$ cat config.mk
export PLATFORM = sky130hd
export DESIGN_NAME = updown_counter_param
export DESIGN_NICKNAME = d
export VERILOG_FILES = /design/src/rtl/counter_pkg.sv /design/src/rtl/counter_next_calc.sv /design/src/rtl/updown_counter_param.sv
export SDC_FILE = /design/constraint.sdc
export NUM_CORES = 1
export LEC_CHECK = 0
export ABC_AREA = 0
export CORE_MARGIN = 2
export CORE_UTILIZATION = 30
export CTS_BUF_LIST = sky130_fd_sc_hd__clkbuf_16
export CTS_CLUSTER_DIAMETER = 80
export CTS_CLUSTER_SIZE = 28
export DETAILED_ROUTE_END_ITERATION = 6
export GPL_TIMING_DRIVEN = 0
export PLACE_DENSITY = 0.71
export SLEW_MARGIN = 20
export SYNTH_ARGS = -nofsm -noshare
export SYNTH_HDL_FRONTEND = slang
export SYNTH_HIERARCHICAL = 1
export SYNTH_SLANG_ARGS = --single-unit
$ cat constraint.sdc
create_clock -name clk -period 2.26 [get_ports clk]
set_input_delay 0.226 -clock clk [delete_from_list [all_inputs] [get_ports clk]]
set_output_delay 0.226 -clock clk [all_outputs]
set_load 0.05 [all_outputs]
$ cat src/rtl/counter_pkg.sv
// Shared constants for the counter family: counting mode and direction encodings.
package counter_pkg;

  typedef enum logic {
    CNT_MODE_WRAP = 1'b0,
    CNT_MODE_SAT  = 1'b1
  } cnt_mode_e;

  typedef enum logic {
    CNT_DIR_DOWN = 1'b0,
    CNT_DIR_UP   = 1'b1
  } cnt_dir_e;

endpackage

$ cat src/rtl/counter_next_calc.sv
// Combinational next-count for one enabled step: wrap or clamp, plus limit flags.
module counter_next_calc
  import counter_pkg::*;
#(
  parameter int WIDTH    = 4,
  parameter int MAX_VAL  = 2**WIDTH-1,
  parameter int STEP     = 1,
  parameter int SATURATE = 0
) (
  input  logic [WIDTH-1:0] count,
  input  logic             up,
  output logic [WIDTH-1:0] next_count,
  output logic             ovf_next,
  output logic             unf_next
);

  localparam cnt_mode_e      MODE   = (SATURATE != 0) ? CNT_MODE_SAT : CNT_MODE_WRAP;
  localparam logic [WIDTH:0] MAX_X  = (WIDTH+1)'(MAX_VAL);
  localparam logic [WIDTH:0] STEP_X = (WIDTH+1)'(STEP);
  localparam logic [WIDTH:0] MOD_X  = MAX_X + (WIDTH+1)'(1);

  // One guard bit so count+STEP and count+MOD never overflow before the decision.
  logic [WIDTH:0] cnt_x;
  logic [WIDTH:0] res_x;

  assign cnt_x = {1'b0, count};

  always_comb begin
    res_x    = cnt_x;
    ovf_next = 1'b0;
    unf_next = 1'b0;
    if (cnt_dir_e'(up) == CNT_DIR_UP) begin
      if (cnt_x + STEP_X > MAX_X) begin
        ovf_next = 1'b1;
        res_x    = (MODE == CNT_MODE_SAT) ? MAX_X : cnt_x + STEP_X - MOD_X;
      end else begin
        res_x = cnt_x + STEP_X;
      end
    end else begin
      if (cnt_x < STEP_X) begin
        unf_next = 1'b1;
        res_x    = (MODE == CNT_MODE_SAT) ? '0 : cnt_x + MOD_X - STEP_X;
      end else begin
        res_x = cnt_x - STEP_X;
      end
    end
    next_count = res_x[WIDTH-1:0];
  end

endmodule

$ cat src/rtl/updown_counter_param.sv
// Parametrised up/down counter: register, clr > load > en priority, and terminal count.
module updown_counter_param
  import counter_pkg::*;
#(
  parameter int WIDTH    = 4,
  parameter int MAX_VAL  = 2**WIDTH-1,
  parameter int STEP     = 1,
  parameter int SATURATE = 0
) (
  input  logic             clk,
  input  logic             rst,
  input  logic             en,
  input  logic             up,
  input  logic             clr,
  input  logic             load,
  input  logic [WIDTH-1:0] load_val,
  output logic [WIDTH-1:0] count,
  output logic             tc,
  output logic             ovf,
  output logic             unf
);

  if (WIDTH < 1) begin : g_bad_width
    $fatal(1, "updown_counter_param: WIDTH must be >= 1");
  end
  if (MAX_VAL < 1 || 64'(MAX_VAL) > ((64'(1) << WIDTH) - 64'(1))) begin : g_bad_max
    $fatal(1, "updown_counter_param: MAX_VAL must be in 1 .. 2**WIDTH-1");
  end
  if (STEP < 1 || STEP > MAX_VAL) begin : g_bad_step
    $fatal(1, "updown_counter_param: STEP must be in 1 .. MAX_VAL");
  end

  localparam logic [WIDTH-1:0] MAX_W = WIDTH'(MAX_VAL);

  logic [WIDTH-1:0] count_q, count_d;
  logic             ovf_q, ovf_d;
  logic             unf_q, unf_d;
  logic [WIDTH-1:0] step_count;
  logic             step_ovf, step_unf;
  logic [WIDTH-1:0] load_clamped;

  counter_next_calc #(
    .WIDTH   (WIDTH),
    .MAX_VAL (MAX_VAL),
    .STEP    (STEP),
    .SATURATE(SATURATE)
  ) u_next (
    .count     (count_q),
    .up        (up),
    .next_count(step_count),
    .ovf_next  (step_ovf),
    .unf_next  (step_unf)
  );

  // Out-of-range loads clamp to the top value rather than wrapping.
  assign load_clamped = (load_val > MAX_W) ? MAX_W : load_val;

  always_comb begin
    count_d = count_q;
    ovf_d   = 1'b0;
    unf_d   = 1'b0;
    if (clr) begin
      count_d = '0;
    end else if (load) begin
      count_d = load_clamped;
    end else if (en) begin
      count_d = step_count;
      ovf_d   = step_ovf;
      unf_d   = step_unf;
    end
  end

  always_ff @(posedge clk or posedge rst) begin
    if (rst) begin
      count_q <= '0;
      ovf_q   <= 1'b0;
      unf_q   <= 1'b0;
    end else begin
      count_q <= count_d;
      ovf_q   <= ovf_d;
      unf_q   <= unf_d;
    end
  end

  assign count = count_q;
  assign ovf   = ovf_q;
  assign unf   = unf_q;
  assign tc    = (cnt_dir_e'(up) == CNT_DIR_UP) ? (count_q == MAX_W) : (count_q == '0);

endmodule

==> impl_metrics.yaml, run 1 <==
clock_tree:
  clk_path_buf_depth: 2
  cts_sinks: 6
  cts_inserted_buffers: 3
  cts_setup_buffers: 0
  cts_tree: "done"
  cts_root_buf: "clkbuf_16"
  htreeDepth: 1
  clk_pin_slew_ns: 0.03
  clkLatencyLatePin_ns: 0.23
power:
  finalPower_uw: 521
  combPwrFrac_pct: 21.4
  p_leak_uw: 0.000310
  p_int_uw: 393
  p_seq_share_pct: 24.7
  clkPwrFrac_pct: 53.9
  switching_share_pct: 24.6
  switching_power_uw: 128
  ir_drop_mv: 0.284
  power_density_mw_per_mm2: 768
finish:
  seq_area_sq_um: 150
  n_antenna_cell: 0
  multiInputGateArea_sq_um: 263
  final_cell_mix: "14 x clkdlybuf4s50_1, 6 x mux2i_1, 6 x dfrtp_1, 5 x inv_1"
  nFillCells: 131
  final_common_cell: "clkdlybuf4s50_1"
  nNetsFinal: 76
  syn_to_final_growth_pct: 55.6
  drive_gt1_share_pct: 6.56
detailed_routing:
  drc: 0
  firstDrtPassIters: 2
  drt-initial-drc-count: 3
  routed_wirelength_microns: 924
  post_drt_wl_per_cell_microns: 12.2
  antenna_left: 0
  vias_per_cell: 4.83
  num_vias: 367
sta:
  fin_crit_ns: 2.13
  fin_tns_setup_ns: 0
  hold_viol_final: 0
  grt_setup_unrepaired: "no"
  relSlewSlack_pct: 67.2
  max_freq_mhz: 469
  tightest_slew_ns: 0.490
  slew_violations: 0
  finalClockSkew_ns: 0.00120
  setup_viol: 0
  finalCritPeriodShare_pct: 94.3
setup_path:
  critPathSlowestCell: "or4_1"
  ff2ff_path_depth: 6
  max_stage_delay_ns: 0.54
  cp-endpoint: "tc"
  worstPathRequired_ns: 2.03
  reg2reg_slack_ns: 0.38
  cp-startpoint: "count[0]$_DFFE_PP0P_"
  critPathArrivalTime_ns: 1.90
  crit_fanout: 10
  worstPathCellList: "or4_1, mux2i_1, dlygate4sd2_1"
  timing_worst_setup_path_type: "flip-flop to primary output"
  cp-start-kind: "flip-flop"
  cp-end-kind: "primary output"
  r2r_start: "count[0]$_DFFE_PP0P_"
  r2r-end: "ovf$_DFF_PP0_"
global_routing:
  grtUsageTotal_pct: 12.4
  gr-total-overflow: 0
  antenna_found_initial: 0
  first_global_vias: 363
  grt_max_degree: 11
  grt_pass1_wl_mm: 1.57
die:
  rows: 13
  initial_utilization_pct: 32.7
  die_h_microns: 42.2
  num_io_pins: 17
  die_area_sq_mm: 0.00178
  core-area_sq_mm: 0.00133
  die_x_microns: 42.2
yosys:
  postSynthAreaPerCell_sq_um: 10.2
  synth_nets: 56
  synth_fa_ha_area_share_pct: 10.9
  ys.warnings.count: 6
  yosysSeqAreaShare_pct: 34.4
  synth.top_cell.area_share_pct: 34.4
  synth-simple-area-share_pct: 22.6
  yosysUniqueCellTypes: 17
  synth-xor-area-share_pct: 6.02
  synth_compound_area_share_pct: 6.88
  syn_area_sq_um: 437
  syn-instance-count: 43
  synth-seq-cells: 6
  muxShareOfSynthArea_pct: 13.8
  yosysTopAreaCell: "dfrtp_1"
  synth_area_leaders: "dfrtp_1 34%, mux2i_1 14%, ha_1 8.6%"
  synth_top_family_by_area: "simple AND/OR/NAND/NOR gates"
placed_design:
  place_congestion: 0.808
  place_hpwl_microns: 696
  port_buffers: 15
run:
  maxCapViolations: 0
outcome:
  run_status: "finished, final reports clean"
worst_hold_path:
  min_path_type: "input pin to asynchronous set/reset pin"
## final cells by class
class / instances / share of cell area, %
clock buffers: 3 / 11.0
plain buffers: 1 / 0.737
multi-input cells: 31 / 38.7
inverters: 5 / 2.76
well taps: 15 / 2.76
flip-flops and latches: 6 / 22.1
repair buffers: 15 / 21.9
## per-layer routing
layer	track usage (%)	wire length, microns	up-vias
met5	0	0	-
met4	9.38	25	0
met3	5.17	61	6
met2	17.8	442	10
met1	14.4	394	160
li1	-	-	191
## cells by family (layout without fill, tap and decap cells)
| kind of cell | count (synthesis) | in the layout |
|---|---|---|
| compound gates | 4 | 4 |
| buf+inv | 6 | 24 |
| flops | 6 | 6 |
| simple gates | 14 | 14 |
| xor+xnor | 3 | 3 |
| fa+ha+maj | 4 | 4 |
| mux | 6 | 6 |
## per-stage QoR
step | hold WS [ns] | area (sq um) | util (%) | worst slack, ns | std cells
3_3_place_gp | 0.447 | 606 | 45.4 | 0.0829 | 73
6_report | 0.206 | 679 | 50.9 | 0.129 | 76
4_1_cts | 0.212 | 679 | 50.9 | 0.115 | 76
2_1_floorplan | 0.0170 | 437 | - | 0.0524 | 43
5_1_grt | 0.229 | 679 | 50.9 | 0.0367 | 76
3_5_place_dp | 0.449 | 606 | 45.4 | 0.0697 | 73
## timing repair
action,4_1_cts,5_1_grt
hold buffers,0,0
gates resized for setup,1,0
endpoints found under the setup margin,1,0
## critical path, delay by kind of cell (launching register included)
kind                   cells  cell delay, ns
flip-flops                 1            0.48
buffers and inverters      1            0.54
AND/OR/NAND/NOR            1            0.54
multiplexers               1            0.12
## sequential cells by signal, indices dropped and copies added, names as in the netlist
| register | flops |
|---|---|
| count | 4 |
| unf | 1 |
| ovf | 1 |
## power by group through the flow
stage | Sequential [uW] | Combinational [uW] | Clock (uW)
after floorplan | 149 | 51.5 | 0
after global placement | 131 | 113 | 0
after detailed placement | 131 | 113 | 0
after CTS | 129 | 113 | 283
after global routing | 131 | 121 | 291
final | 129 | 112 | 281
## synth_stat cells
cell type / n
or4_1: 2
mux2i_1: 6
and3_1: 1
maj3_1: 1
xor2_1: 1
nor3b_1: 1
nor4bb_1: 2
nand4_1: 2
nor2b_1: 4
inv_1: 5
a211oi_1: 4
dfrtp_1: 6
nor4b_1: 1
xnor2_1: 2
ha_1: 3
nand2_1: 1
buf_2: 1
## how the worst min path moves through the flow
stage               start              endpoint  cells after the start
finish                rst         ovf$_DFF_PP0_                      2
global route          rst         ovf$_DFF_PP0_                      2
CTS                   rst         ovf$_DFF_PP0_                      2
detailed placement    rst         ovf$_DFF_PP0_                      2
global placement      rst         unf$_DFF_PP0_                      2
floorplan             rst  count[0]$_DFFE_PP0P_                      1
Note: power is estimated with default switching activity, not from simulation.
==> run 2, diff against run 1 <==
--- a/config.mk
+++ b/config.mk
@@ -5,7 +5,7 @@
 export SDC_FILE = /design/constraint.sdc
 export NUM_CORES = 1
 export LEC_CHECK = 0
-export ABC_AREA = 0
+export ABC_CLOCK_PERIOD_IN_PS = 2600
 export CORE_MARGIN = 2
 export CORE_UTILIZATION = 30
 export CTS_BUF_LIST = sky130_fd_sc_hd__clkbuf_16
==> constraint.sdc (replaced) <==
create_clock -name clk -period 2.6 [get_ports clk]
set_input_delay 0.26 -clock clk [delete_from_list [all_inputs] [get_ports clk]]
set_output_delay 0.26 -clock clk [all_outputs]
set_load 0.05 [all_outputs]
==> run 2 against run 1 <==
  * Global-route usage unchanged
  * Largest power group unchanged
  * Critical path type unchanged
  * Sequential power decreased by 13%
  * Critical path depth unchanged
  * Die area unchanged
  * Register-to-register slack improved by 0.33 ns
  * First-iteration DRC count increased by 67%
  * Hold slack improved by 0.034 ns
  * Count of clock-buffer cells in the layout unchanged
  * Setup slack improved by 0.014 ns
  * Sequential share of layout area about the same
  * Clock skew about the same
  * Combinational power decreased by 12%
==> impl_metrics.yaml, run 2 (synthesized netlist as in run 1, its figures left out) <==
setup_path:
  cp-start-kind: "flip-flop"
  worstPathRequired_ns: 2.34
  cp-end-kind: "primary output"
  max_stage_delay_ns: 0.81
  worstPathCellList: "or4_1, mux2i_1, clkdlybuf4s50_1"
  timing_worst_setup_path_type: "flip-flop to primary output"
  crit_fanout: 10
  critPathSlowestCell: "clkdlybuf4s50_1"
  critPathArrivalTime_ns: 2.20
worst_hold_path:
  min_path_type: "input pin to asynchronous set/reset pin"
outcome:
  run_status: "finished, final reports clean"
die:
  die_area_sq_mm: 0.00178
  num_io_pins: 17
  initial_utilization_pct: 32.7
  core-area_sq_mm: 0.00133
  die_h_microns: 42.2
  rows: 13
  die_x_microns: 42.2
clock_tree:
  cts_inserted_buffers: 3
  htreeDepth: 1
  clk_path_buf_depth: 2
  cts_sinks: 6
  ctsResizeCount: 0
  clk_pin_slew_ns: 0.03
  cts_root_buf: "clkbuf_16"
  cts_hold_buf: 0
  cts_tree: "done"
  clkLatencyLatePin_ns: 0.23
  cts_setup_buffers: 0
power:
  p_seq_share_pct: 24.7
  power_density_mw_per_mm2: 668
  ir_drop_mv: 0.248
  p_int_uw: 343
  switching_share_pct: 24.6
  finalPower_uw: 455
  clkPwrFrac_pct: 53.7
  p_leak_uw: 0.000306
  switching_power_uw: 112
  combPwrFrac_pct: 21.6
detailed_routing:
  num_vias: 370
  firstDrtPassIters: 4
  drc: 0
  drt-initial-drc-count: 5
  antenna_left: 0
  vias_per_cell: 4.87
  post_drt_wl_per_cell_microns: 12.2
  routed_wirelength_microns: 924
finish:
  seq_area_sq_um: 150
  final_common_cell: "clkdlybuf4s50_1"
  design_area_sq_um: 681
  final_cell_mix: "15 x clkdlybuf4s50_1, 6 x mux2i_1, 6 x dfrtp_1, 5 x inv_1"
  nFillCells: 130
  drive_gt1_share_pct: 6.56
  nNetsFinal: 76
  largest_reg_flops: 4
  multiInputGateArea_sq_um: 263
  syn_to_final_growth_pct: 55.9
  n_antenna_cell: 0
sta:
  relSlewSlack_pct: 67.2
  finalClockSkew_ns: 0.00120
  max_freq_mhz: 407
  fin_hold_ws_ns: 0.240
  slew_violations: 0
  finalCritPeriodShare_pct: 94.5
  fin_crit_ns: 2.46
  hold_viol_final: 0
  setup_slack_ns: 0.143
  setup_viol: 0
  tightest_slew_ns: 0.490
  fin_tns_setup_ns: 0
  grt_setup_unrepaired: "no"
placed_design:
  port_buffers: 15
  pre_cts_slack_ns: 0.376
  postPlaceCellArea_sq_um: 606
  place_hpwl_microns: 696
  place_congestion: 0.808
global_routing:
  grt_max_degree: 11
  grt_pass1_wl_mm: 1.57
  first_global_vias: 363
  antenna_found_initial: 0
  gr-total-overflow: 0
  grtUsageTotal_pct: 12.4
run:
  maxCapViolations: 0
## run 2: cell count changes in the layout (fill, tap and decap cells not counted)
cell             before  now
clkdlybuf4s50_1      14   15
dlygate4sd2_1         1    0
## run 2: stage by stage
| step | instances | utilization (%) |
|---|---|---|
| 2_1_floorplan | 43 | - |
| 3_3_place_gp | 73 | 45.4 |
| 3_5_place_dp | 73 | 45.4 |
| 4_1_cts | 76 | 51.0 |
| 5_1_grt | 76 | 51.0 |
| 6_report | 76 | 51.0 |
## run 2: power by group through the flow
stage	combinational, uW	sequential, uW	clock, uW
2_1_floorplan	44.8	129	0
4_1_cts	99.0	112	246
5_1_grt	107	114	253
6_report	98.3	112	244
3_5_place_dp	98.5	113	0
3_3_place_gp	97.9	113	0
## run 2: worst paths after layout
kind                       slack (ns)                   end            startpoint  depth (start not counted)
min in group clk                 0.38         unf$_DFF_PP0_                    en                          2
hold / removal                   0.24         ovf$_DFF_PP0_                   rst                          2
max in group asynchronous        2.18  count[3]$_DFFE_PP0P_                   rst                          2
hold reg to reg                  0.71         unf$_DFF_PP0_  count[3]$_DFFE_PP0P_                          2
setup / recovery                 0.14                    tc  count[0]$_DFFE_PP0P_                          3
setup reg to reg                 0.71         ovf$_DFF_PP0_  count[0]$_DFFE_PP0P_                          6
## run 2: area by class of cell
| type | count | share of cell area, % |
|---|---|---|
| well taps | 15 | 2.76 |
| flip-flops and latches | 6 | 22.1 |
| plain buffers | 1 | 0.735 |
| multi-input cells | 31 | 38.6 |
| inverters | 5 | 2.76 |
| clock buffers | 3 | 11.0 |
| repair buffers | 15 | 22.1 |
## run 2: metal layers
metal | vias to the layer above | track usage [%] | routed length [microns]
met1 | 161 | 14.4 | 387
li1 | 191 | - | -
met3 | 6 | 5.17 | 66
met2 | 12 | 17.8 | 444
met5 | - | 0 | 0
met4 | 0 | 9.38 | 25
## run 2: worst max-delay path, delay by kind of cell (launching register included)
family / cells / cell delay [ns]
buf+inv: 1 / 0.81
simple gates: 1 / 0.55
mux: 1 / 0.13
flops: 1 / 0.48
==> run 3, diff against run 2 <==
--- a/config.mk
+++ b/config.mk
@@ -6,14 +6,15 @@
 export NUM_CORES = 1
 export LEC_CHECK = 0
 export ABC_CLOCK_PERIOD_IN_PS = 2600
-export CORE_MARGIN = 2
-export CORE_UTILIZATION = 30
+export CORE_AREA = 2 2 39 41
 export CTS_BUF_LIST = sky130_fd_sc_hd__clkbuf_16
 export CTS_CLUSTER_DIAMETER = 80
 export CTS_CLUSTER_SIZE = 28
 export DETAILED_ROUTE_END_ITERATION = 6
+export DIE_AREA = 0 0 41 43
 export GPL_TIMING_DRIVEN = 0
-export PLACE_DENSITY = 0.71
+export PLACE_DENSITY = 0.75
+export SETUP_SLACK_MARGIN = 0.02
 export SLEW_MARGIN = 20
 export SYNTH_ARGS = -nofsm -noshare
 export SYNTH_HDL_FRONTEND = slang
==> run 3 against run 2 <==
  * Count of clock-buffer cells in the layout stayed put
  * Core utilization shrank 1.8 points
  * Register-to-register slack better by 0.02 ns
  * Sequential cell count is the same
  * Highest routed layer is now met3
  * First-iteration DRC count is 100% higher
  * Hold slack better by 0.012 ns
  * Wire length increased by 19%
==> impl_metrics.yaml, run 3 (synthesized netlist as in run 1, its figures left out) <==
finish:
  syn_to_final_growth_pct: 56.2
  largest_reg_flops: 4
  nNetsFinal: 76
  layout.cells.non_filler: 77
  n_antenna_cell: 0
  final_common_cell: "clkdlybuf4s50_1"
  final_cell_mix: "15 x clkdlybuf4s50_1, 6 x mux2i_1, 6 x dfrtp_1, 5 x inv_1"
  drive_gt1_share_pct: 6.56
setup_path:
  timing_worst_setup_path_type: "flip-flop to primary output"
  cp-end-kind: "primary output"
  max_stage_delay_ns: 0.82
  r2r-end: "ovf$_DFF_PP0_"
  critPathSlowestCell: "clkdlybuf4s50_1"
  ff2ff_path_depth: 6
  crit_fanout: 10
  critPathArrivalTime_ns: 2.20
  r2r_start: "count[0]$_DFFE_PP0P_"
  cp-start-kind: "flip-flop"
  worstPathRequired_ns: 2.34
  reg2reg_slack_ns: 0.73
  worstPathCellList: "or4_1, mux2i_1, clkdlybuf4s50_1"
die:
  num_io_pins: 17
  die_h_microns: 43
  initial_utilization_pct: 31.6
  die_area_sq_mm: 0.00176
  die_x_microns: 41
  core-area_sq_mm: 0.00138
  rows: 14
power:
  switching_power_uw: 117
  ir_drop_mv: 0.247
  switching_share_pct: 25.4
  clkPwrFrac_pct: 53.8
  p_seq_share_pct: 24.4
  power_density_mw_per_mm2: 675
  p_leak_uw: 0.000306
  combPwrFrac_pct: 21.9
  p_int_uw: 343
global_routing:
  antenna_found_initial: 0
  grtUsageTotal_pct: 13.5
  gr-total-overflow: 0
  grt_max_degree: 11
  grt_pass1_wl_mm: 1.59
  first_global_vias: 374
clock_tree:
  htreeDepth: 1
  ctsResizeCount: 0
  clkLatencyLatePin_ns: 0.23
  clk_path_buf_depth: 2
  cts_inserted_buffers: 3
  cts_tree: "done"
  cts_setup_buffers: 0
  cts_sinks: 6
  cts_root_buf: "clkbuf_16"
  cts_hold_buf: 0
  clk_pin_slew_ns: 0.03
placed_design:
  port_buffers: 15
  place_congestion: 0.705
  place_hpwl_microns: 789
  dp_cells: 74
sta:
  fin_crit_ns: 2.46
  fin_tns_setup_ns: 0
  finalCritPeriodShare_pct: 94.5
  hold_viol_final: 0
  max_freq_mhz: 407
  slew_violations: 0
  grt_setup_unrepaired: "no"
  relSlewSlack_pct: 66.7
  tightest_slew_ns: 0.497
  setup_viol: 0
  finalClockSkew_ns: 0.00229
detailed_routing:
  routed_wirelength_mm: 1.10
  antenna_left: 0
  num_vias: 398
  drt-initial-drc-count: 10
  firstDrtPassIters: 4
  vias_per_cell: 5.17
  drc: 0
  post_drt_wl_per_cell_microns: 14.2
run:
  maxCapViolations: 0
worst_hold_path:
  min_path_type: "input pin to asynchronous set/reset pin"
outcome:
  run_status: "finished, final reports clean"
-- run 3: power by group through the flow --
stage                     logic (uW)  clock network (uW)  registers [uW]
after detailed placement         100                   0             114
after CTS                        102                 249             112
final                            101                 248             112
after global placement          97.5                   0             113
after global routing             109                 256             114
after floorplan                 44.8                   0             129
-- run 3: how the worst max path moves through the flow --
stage / start / to / slack (ns)
after floorplan: count[0]$_DFFE_PP0P_ / tc / 0.36
after CTS: count[0]$_DFFE_PP0P_ / tc / 0.14
after detailed placement: count[0]$_DFFE_PP0P_ / tc / 0.38
final: count[0]$_DFFE_PP0P_ / tc / 0.14
after global routing: count[0]$_DFFE_PP0P_ / tc / 0.07
after global placement: count[0]$_DFFE_PP0P_ / tc / 0.37
-- run 3: cell type report --
class,instances,area (sq um)
multi-input cells,31,263
clock buffers,3,75.1
fillers,141,702
flip-flops and latches,6,150
repair buffers,15,150
inverters,5,18.8
well taps,16,20.0
plain buffers,1,5.00
-- run 3: worst max-delay path: cells and delay by family, from the launching register on --
family                 cells  cell delay [ns]
buffers and inverters      1             0.82
DFF                        1             0.47
muxes                      1             0.14
and+or+nand+nor            1             0.55
-- run 3: routing by layer --
layer,vias up,share of wire (%),GRT usage (%)
li1,194,-,-
met3,0,6.9,3.66
met1,183,38,13.3
met5,-,0,0
met4,0,0,4.00
met2,21,55,25.0
-- run 3: through the flow --
stage | hold WS, ns | power, uW | setup slack (ns) | util (%) | area [sq um]
4_1_cts | 0.258 | 463 | 0.139 | 49.3 | 682
6_report | 0.252 | 461 | 0.142 | 49.3 | 682
3_5_place_dp | 0.495 | 214 | 0.377 | 43.9 | 607
3_3_place_gp | 0.478 | 211 | 0.375 | 43.9 | 607
5_1_grt | 0.294 | 478 | 0.0665 | 49.3 | 682
2_1_floorplan | 0.0510 | 174 | 0.358 | - | 437
